### config.mk
export PLATFORM = sky130hd
export DESIGN_NAME = mem_bus_arbiter
export DESIGN_NICKNAME = d
export VERILOG_FILES = /design/src/rtl/mem_bus_arbiter.sv
export SDC_FILE = /design/constraint.sdc
export NUM_CORES = 1
export LEC_CHECK = 0
export BUFFER_PORTS_ARGS = -buffer_cell sky130_fd_sc_hd__buf_2
export CAP_MARGIN = 30
export CELL_PAD_IN_SITES_DETAIL_PLACEMENT = 1
export CELL_PAD_IN_SITES_GLOBAL_PLACEMENT = 1
export CORE_AREA = 2 2 211 213
export DETAILED_ROUTE_END_ITERATION = 12
export DIE_AREA = 0 0 213 215
export HOLD_SLACK_MARGIN = 0.06
export PLACE_DENSITY = 0.61
export SLEW_MARGIN = 30
export SYNTH_ARGS = -nofsm -noshare
export SYNTH_HDL_FRONTEND = slang
export SYNTH_SLANG_ARGS = --single-unit
### constraint.sdc
create_clock -name clk -period 18.1 [get_ports clk]
set_input_delay 3.62 -clock clk [delete_from_list [all_inputs] [get_ports clk]]
set_output_delay 3.62 -clock clk [all_outputs]
set_load 0.005 [all_outputs]
### src/rtl/mem_bus_arbiter.sv
// mem_bus_arbiter: arbitrates an instruction-fetch requester and a data
// load/store requester onto one shared memory port, one transaction at a time.
// Optional feature macro: ARB_ROUND_ROBIN_EN. When defined, simultaneous requests
// alternate via a last-grant register. When undefined, data always beats fetch.
//
// Handshake semantics (all interfaces):
//   - A requester raises *req_valid and holds it, with stable fields, until its
//     one-cycle *resp_ok pulse. Dropping it earlier withdraws the request: the
//     downstream access still completes but the *resp_ok pulse is suppressed.
//   - oreq_valid stays high with unchanged oreq_* fields until the single-cycle
//     oresp_ready pulse. oresp_ready is ignored whenever no request is outstanding.
//   - Request fields are captured only at grant. Later requester input changes
//     are ignored for the transaction in flight.
module mem_bus_arbiter #(
    parameter int ADDR_W = 64,
    parameter int DATA_W = 64
) (
    input  logic                  clk,
    input  logic                  reset,
    input  logic                  ireq_valid,
    input  logic [ADDR_W-1:0]     ireq_addr,
    output logic                  iresp_ok,
    output logic [DATA_W-1:0]     iresp_data,
    input  logic                  dreq_valid,
    input  logic                  dreq_write,
    input  logic [ADDR_W-1:0]     dreq_addr,
    input  logic [2:0]            dreq_size,
    input  logic [DATA_W/8-1:0]   dreq_strobe,
    input  logic [DATA_W-1:0]     dreq_wdata,
    output logic                  dresp_ok,
    output logic [DATA_W-1:0]     dresp_data,
    output logic                  oreq_valid,
    output logic                  oreq_write,
    output logic [ADDR_W-1:0]     oreq_addr,
    output logic [2:0]            oreq_size,
    output logic [DATA_W/8-1:0]   oreq_strobe,
    output logic [DATA_W-1:0]     oreq_wdata,
    input  logic                  oresp_ready,
    input  logic [DATA_W-1:0]     oresp_rdata,
    output logic [1:0]            dbg_state_o
);

    typedef enum logic [1:0] {
        ST_IDLE  = 2'd0,
        ST_REQ_I = 2'd1,
        ST_REQ_D = 2'd2,
        ST_RESP  = 2'd3
    } state_t;

    // Fetches always go downstream as a full-width read.
    localparam logic [2:0] FETCH_SIZE = 3'd4;

    state_t                state_q, state_d;
    logic                  owner_is_d_q, owner_is_d_d;
    logic                  cancel_q, cancel_d;
    logic                  req_write_q, req_write_d;
    logic [ADDR_W-1:0]     req_addr_q, req_addr_d;
    logic [2:0]            req_size_q, req_size_d;
    logic [DATA_W/8-1:0]   req_strobe_q, req_strobe_d;
    logic [DATA_W-1:0]     req_wdata_q, req_wdata_d;
    logic [DATA_W-1:0]     rdata_q, rdata_d;
    logic                  any_valid;
    logic                  grant_data;

    assign any_valid = ireq_valid | dreq_valid;

`ifdef ARB_ROUND_ROBIN_EN
    // last_data_q = 1 when the most recent grant went to the data requester.
    logic last_data_q, last_data_d;

    // On contention, favour whichever requester did not win last time.
    assign grant_data = dreq_valid & (~ireq_valid | ~last_data_q);

    // Remember the winner of every grant taken in IDLE.
    always_comb begin
        last_data_d = last_data_q;
        if (state_q == ST_IDLE && any_valid) begin
            last_data_d = grant_data;
        end
    end

    // Last-grant register; resets to "fetch" so the first contention goes to data.
    always_ff @(posedge clk or posedge reset) begin
        if (reset) begin
            last_data_q <= 1'b0;
        end else begin
            last_data_q <= last_data_d;
        end
    end
`else
    // Fixed priority: data wins whenever it is valid.
    assign grant_data = dreq_valid;
`endif

    // Next-state logic: grant in IDLE, wait for downstream completion, respond.
    always_comb begin
        state_d      = state_q;
        owner_is_d_d = owner_is_d_q;
        cancel_d     = cancel_q;
        req_write_d  = req_write_q;
        req_addr_d   = req_addr_q;
        req_size_d   = req_size_q;
        req_strobe_d = req_strobe_q;
        req_wdata_d  = req_wdata_q;
        rdata_d      = rdata_q;
        case (state_q)
            ST_IDLE: begin
                if (any_valid) begin
                    owner_is_d_d = grant_data;
                    if (grant_data) begin
                        req_write_d  = dreq_write;
                        req_addr_d   = dreq_addr;
                        req_size_d   = dreq_size;
                        req_strobe_d = dreq_strobe;
                        req_wdata_d  = dreq_wdata;
                        state_d      = ST_REQ_D;
                    end else begin
                        req_write_d  = 1'b0;
                        req_addr_d   = ireq_addr;
                        req_size_d   = FETCH_SIZE;
                        req_strobe_d = '0;
                        req_wdata_d  = '0;
                        state_d      = ST_REQ_I;
                    end
                end
            end
            ST_REQ_I: begin
                if (!ireq_valid) begin
                    cancel_d = 1'b1;
                end
                if (oresp_ready) begin
                    rdata_d = oresp_rdata;
                    state_d = ST_RESP;
                end
            end
            ST_REQ_D: begin
                if (!dreq_valid) begin
                    cancel_d = 1'b1;
                end
                if (oresp_ready) begin
                    rdata_d = oresp_rdata;
                    state_d = ST_RESP;
                end
            end
            ST_RESP: begin
                cancel_d = 1'b0;
                state_d  = ST_IDLE;
            end
            default: begin
                state_d = ST_IDLE;
            end
        endcase
    end

    // State and request/response registers; reset clears every driven output.
    always_ff @(posedge clk or posedge reset) begin
        if (reset) begin
            state_q      <= ST_IDLE;
            owner_is_d_q <= 1'b0;
            cancel_q     <= 1'b0;
            req_write_q  <= 1'b0;
            req_addr_q   <= '0;
            req_size_q   <= '0;
            req_strobe_q <= '0;
            req_wdata_q  <= '0;
            rdata_q      <= '0;
        end else begin
            state_q      <= state_d;
            owner_is_d_q <= owner_is_d_d;
            cancel_q     <= cancel_d;
            req_write_q  <= req_write_d;
            req_addr_q   <= req_addr_d;
            req_size_q   <= req_size_d;
            req_strobe_q <= req_strobe_d;
            req_wdata_q  <= req_wdata_d;
            rdata_q      <= rdata_d;
        end
    end

    // Outputs decode straight from registers so an async reset clears them at once.
    always_comb begin
        oreq_valid  = (state_q == ST_REQ_I) || (state_q == ST_REQ_D);
        oreq_write  = req_write_q;
        oreq_addr   = req_addr_q;
        oreq_size   = req_size_q;
        oreq_strobe = req_strobe_q;
        oreq_wdata  = req_wdata_q;
        iresp_ok    = (state_q == ST_RESP) && !owner_is_d_q && !cancel_q;
        dresp_ok    = (state_q == ST_RESP) &&  owner_is_d_q && !cancel_q;
        iresp_data  = rdata_q;
        dresp_data  = rdata_q;
        dbg_state_o = state_q;
    end

endmodule
# Word-level counts from Yosys, hierarchy flattened
# Index checks and enable logic that the tools add are counted.
[classes]
addsub = 0
multipliers = 0
n_div = 0
order_cmp = 0
n_eq_ne = 7
n_shift = 0
n_mux = 12
bitwise_logic = 1
n_reduce_logical = 14
[op_table]
columns = ["operator", "count"]
rows = [
  ["$mux W64", 2],
  ["$mux W8", 1],
  ["$mux W2", 3],
  ["$ne A2 B2 Y1 const B", 3],
  ["$pmux W2 S3", 1],
  ["$reduce_and A2 Y1", 3],
  ["$eq A2 B2 Y1 const B", 2],
  ["$logic_and A1 B1 Y1", 4],
  ["$mux W1", 3],
  ["$mux W3", 1],
  ["$pmux W1 S3", 1],
  ["$reduce_and A3 Y1", 1],
  ["$reduce_bool A3 Y1", 1],
  ["$eq A2 B1 Y1 const B", 1],
  ["$logic_not A1 Y1", 2],
  ["$logic_not A2 Y1", 1],
  ["$ne A2 B1 Y1 const B", 1],
  ["$reduce_or A2 Y1", 1],
  ["$logic_or A1 B1 Y1", 1],
  ["$or A1 B1 Y1", 1],
]
[word_totals]
register_bits = 208
latchBits = 0
mem_bits_rw = 0
rom_bits = 0
input_bits = 273
wordCells = 43
n_memories = 0

# Logic depth before layout (Yosys ltp)
[logic_depth]
ltp_word = 4
depth_mapped = 8
depth_no_buf = 5

# Worst setup path before layout
# OpenSTA, ideal clock, no wires.
[synth_timing]
kind = "flip-flop to output port"
from = "reg state_q[0], in the netlist dbg_state_o[0]"
to = "out oreq_valid"
arrival_ps = 820
required_time_ps = 14480
slack_ps = 13660
stages_incl_launch_ff = 3
path_buffers = 0
cell_sequence = "dfrtp_1 inv_1 ha_1"
[synth_between]
elab_chain_len = 2
word_cells_on_any_way = 3
[synth_lines]
columns = ["item", "line", "rtl"]
rows = [
  ["start, declared", "53", "state_t state_q, state_d;"],
  ["start signal, assigned", "168", "state_q <= state_d;"],
  ["$eq A2 B1 Y1 / $eq A2 B2 Y1 (equally long branches)", "182", "oreq_valid = (state_q == ST_REQ_I) || (state_q == ST_REQ_D);"],
  ["$logic_or A1 B1 Y1 *", "182", ""],
  ["end, declared", "32", "output logic oreq_valid,"],
]
# Every way passes the cells marked *; elsewhere a longest branch is shown, timed or not.

# Worst setup path in the final report
[layout_timing]
from = "reg state_q[1], in the netlist dbg_state_o[1]"
to = "out iresp_ok"
[layout_between]
elab_chain_len = 3
[layout_lines]
columns = ["item", "line", "rtl"]
rows = [
  ["$eq A2 B2 Y1", "188", "iresp_ok = (state_q == ST_RESP) && !owner_is_d_q && !cancel_q;"],
  ["$logic_and A1 B1 Y1 (2 in series)", "188", ""],
  ["end, declared", "22", "output logic iresp_ok,"],
]
# No other way between the ends.

==> flow_summary.toml <==
[clocking]
clockBufferDepth = 3
cts_sinks = 208
ctsHoldBuffers = 0
tritoncts = "built"
cts_buffers = 25
cts.clk_slew.worst_paths_ps = 60
cts-htree-levels = 1
root_buffer = "clkbuf_16"
postCtsResizedCells = 0
cts_setup_buffers = 0
clock_latency_ps = 540

[timing]
period_share_pct = 29.8
clock.fmax_ghz = 0.185
hold_violations = 0
setup_violations = 0
fin_setup_tns_ps = 0
rsz0062_at_grt = "false"
worst_slack_ps = 12700
tightestPinTransition_ps = 837
fin_hold_ws_ps = 460
slew_violations = 0
clock_skew_ps = 19.8
timing.final.crit_period_ps = 5400
slew-limit-headroom_pct = 44.2

[global_route]
antenna_found_initial = 4
track_usage_pct = 13.2
use_met2_pct = 24.4
grt_start_max_net_pins = 98
grt_overflow = 0
grt_use_met3_pct = 3.00
grt.busiest_layer = "met2"
met1_usage_pct = 14.7
grt_pass1_wl_um = 47400
grt_pass1_vias = 8179

[die]
rows = 77
die_x_um = 213
initial_utilization_pct = 20.9
die_area_um2 = 45800
num_io_pins = 546
die_h_um = 215
design.core.area_um2 = 43600

[placement]
port_buffers = 545
dp_hpwl_um = 23900
placed_cell_area_um2 = 11900
pre_cts_slack_ps = 12240
gp_congestion = 0.795
dp_cells = 1866

[hold_path]
min_from = "oreq_wdata[57]$_DFFE_PP0P_"
holdPathEnd = "oreq_wdata[57]$_DFFE_PP0P_"
hold_depth = 2
hold_class = "flip-flop to flip-flop"

[synth]
yosys_most_used_dff = "dfrtp_1"
synth_top_area_cell = "dfrtp_1"
ys.warnings.count = 0
ys_seq_elements = 208
syn_area_per_cell_um2 = 10.9
yosysSeqAreaShare_pct = 57.0
yosysMostFrequentCell = "nand2_1"
synthArstFlopShare_pct = 100
syn_inst = 837
syn_nets = 1115
synthTopCellsByArea = "dfrtp_1, nand2_1, mux2_2"
synth.distinct_cells = 25
netlist_top_cells_count = "nand2_1, dfrtp_1, buf_4"
syn_area_um2 = 9130
yosys.area.top_type_share_pct = 57.0
synth_edf_count = 0

[route]
wl_per_cell_um = 16.4
route.vias.total = 7759
drt_first_pass_iters = 4
routed_wl_um = 31500
vias_per_cell = 4.06
drc = 0
drt_iter0_markers = 237
drtAntennaViolNets = 0

[final_layout]
area_growth_pct = 39.3
final_area_um2 = 12700
multi_input_area_um2 = 3080
final_layout_size_suffix_gt1_share_pct = 50.3
finalNonFillerCells = 1913
regArea_um2 = 5200
post-route-util_pct = 29.1
nNetsFinal = 1580
fillers = 5157

[worst_setup_path]
r2r_end = "oreq_addr[22]$_DFFE_PP0P_"
crit_arrival_ps = 1780
max_stage_delay_ps = 430
required_ps = 14480
r2r_setup_slack_ps = 15750
path_class = "flip-flop to primary output"
crit_path_top_delay_cell = "dfrtp_1"
critical_path.cell_chain = "ha_1 -> nor3b_1 -> buf_2"
reg2reg_from = "dbg_state_o[1]$_DFFE_PP0P_"
end_kind = "primary output"
critPathLaunchType = "flip-flop"
cp_max_fo = 5
cp_num_buf_inv = 1
rr_worst_depth = 6
path_delay_family = "flip-flops"

[power_and_ir_drop]
total_power_mw = 2.18
leakagePower_nw = 6.90
ir_drop_uv = 59.8
power_density_nw_per_um2 = 171

[run]
maxCapViolations = 0

[outcome]
outcome = "complete, no violations"
## cell usage in the layout, fill, tap and decap left out, types with 2 or more instances in the layout
cell type | Yosys | final
buf_2 | 22 | 544
nand2_1 | 221 | 221
dfrtp_1 | 208 | 208
nand3_1 | 75 | 75
mux2_2 | 65 | 65
mux2i_1 | 64 | 64
o21ai_1 | 44 | 44
clkbuf_16 | 0 | 25
o21ai_0 | 23 | 23
clkbuf_1 | 8 | 6
clkbuf_8 | 0 | 6
buf_4 | 77 | 5
ha_1 | 5 | 4
clkinv_2 | 0 | 4
diode_2 | 0 | 3
inv_1 | 4 | 3
buf_6 | 5 | 3
nor2b_1 | 2 | 2
buf_16 | 0 | 2
## worst min-delay path, delay by kind of cell (launching register included)
family	cells	cell delay (ps)
flops	1	330
simple gates	2	100
## how the worst max path moves through the flow
| stage | to | slack (ps) | cells past startpoint | start |
|---|---|---|---|---|
| floorplan | cancel_q$_DFFE_PP0P_ | 8800 | 1 | reset |
| CTS | iresp_ok | 12660 | 3 | dbg_state_o[1]$_DFFE_PP0P_ |
| global route | iresp_ok | 12560 | 3 | dbg_state_o[1]$_DFFE_PP0P_ |
| detailed placement | oreq_addr[22]$_DFFE_PP0P_ | 12240 | 5 | dreq_valid |
| finish | iresp_ok | 12700 | 3 | dbg_state_o[1]$_DFFE_PP0P_ |
| global placement | oreq_addr[18]$_DFFE_PP0P_ | 12060 | 4 | dreq_valid |
## area by class of cell
class	instances	share of cell area [%]
flip-flops and latches	208	40.9
clock inverters	6	0.462
repair buffers	555	22.6
diodes	3	0.0590
well taps	592	5.83
multi-input cells	508	24.2
inverters	4	0.177
clock buffers	37	5.75
## sequential cells by signal, indices dropped and copies added (netlist names)
signal / flops
dresp_data: 64
oreq_addr: 64
oreq_wdata: 64
oreq_strobe: 8
oreq_size: 3
dbg_state_o: 2
cancel_q: 1
oreq_write: 1
owner_is_d_q: 1
## routing by layer
layer	routed length [um]	up-vias
met1	12000	3740
met3	2370	59
met4	947	2
met2	16100	311
met5	13	-
li1	-	3647
## cells by family (layout without fill, tap and decap cells)
group | after synthesis | count (layout) | share of synthesized area [%]
AOI/OAI and AO/OA | 70 | 70 | 4.06
adders and majority gates | 5 | 5 | 0.685
buffers and inverters | 121 | 602 | 9.35
DFF | 208 | 208 | 57.0
muxes | 130 | 130 | 15.2
other | 0 | 3 | 0
and+or+nand+nor | 303 | 303 | 13.7
## power by group
| part | switching, mW | total, mW | leakage (nW) | internal [mW] |
|---|---|---|---|---|
| logic | 0.455 | 0.867 | 3.95 | 0.412 |
| clock network | 0.195 | 0.486 | 0.393 | 0.291 |
| registers | 0.136 | 0.823 | 2.56 | 0.687 |
| total | 0.786 | 2.18 | 6.90 | 1.39 |
No activity file was read; power rests on OpenSTA's default activity.
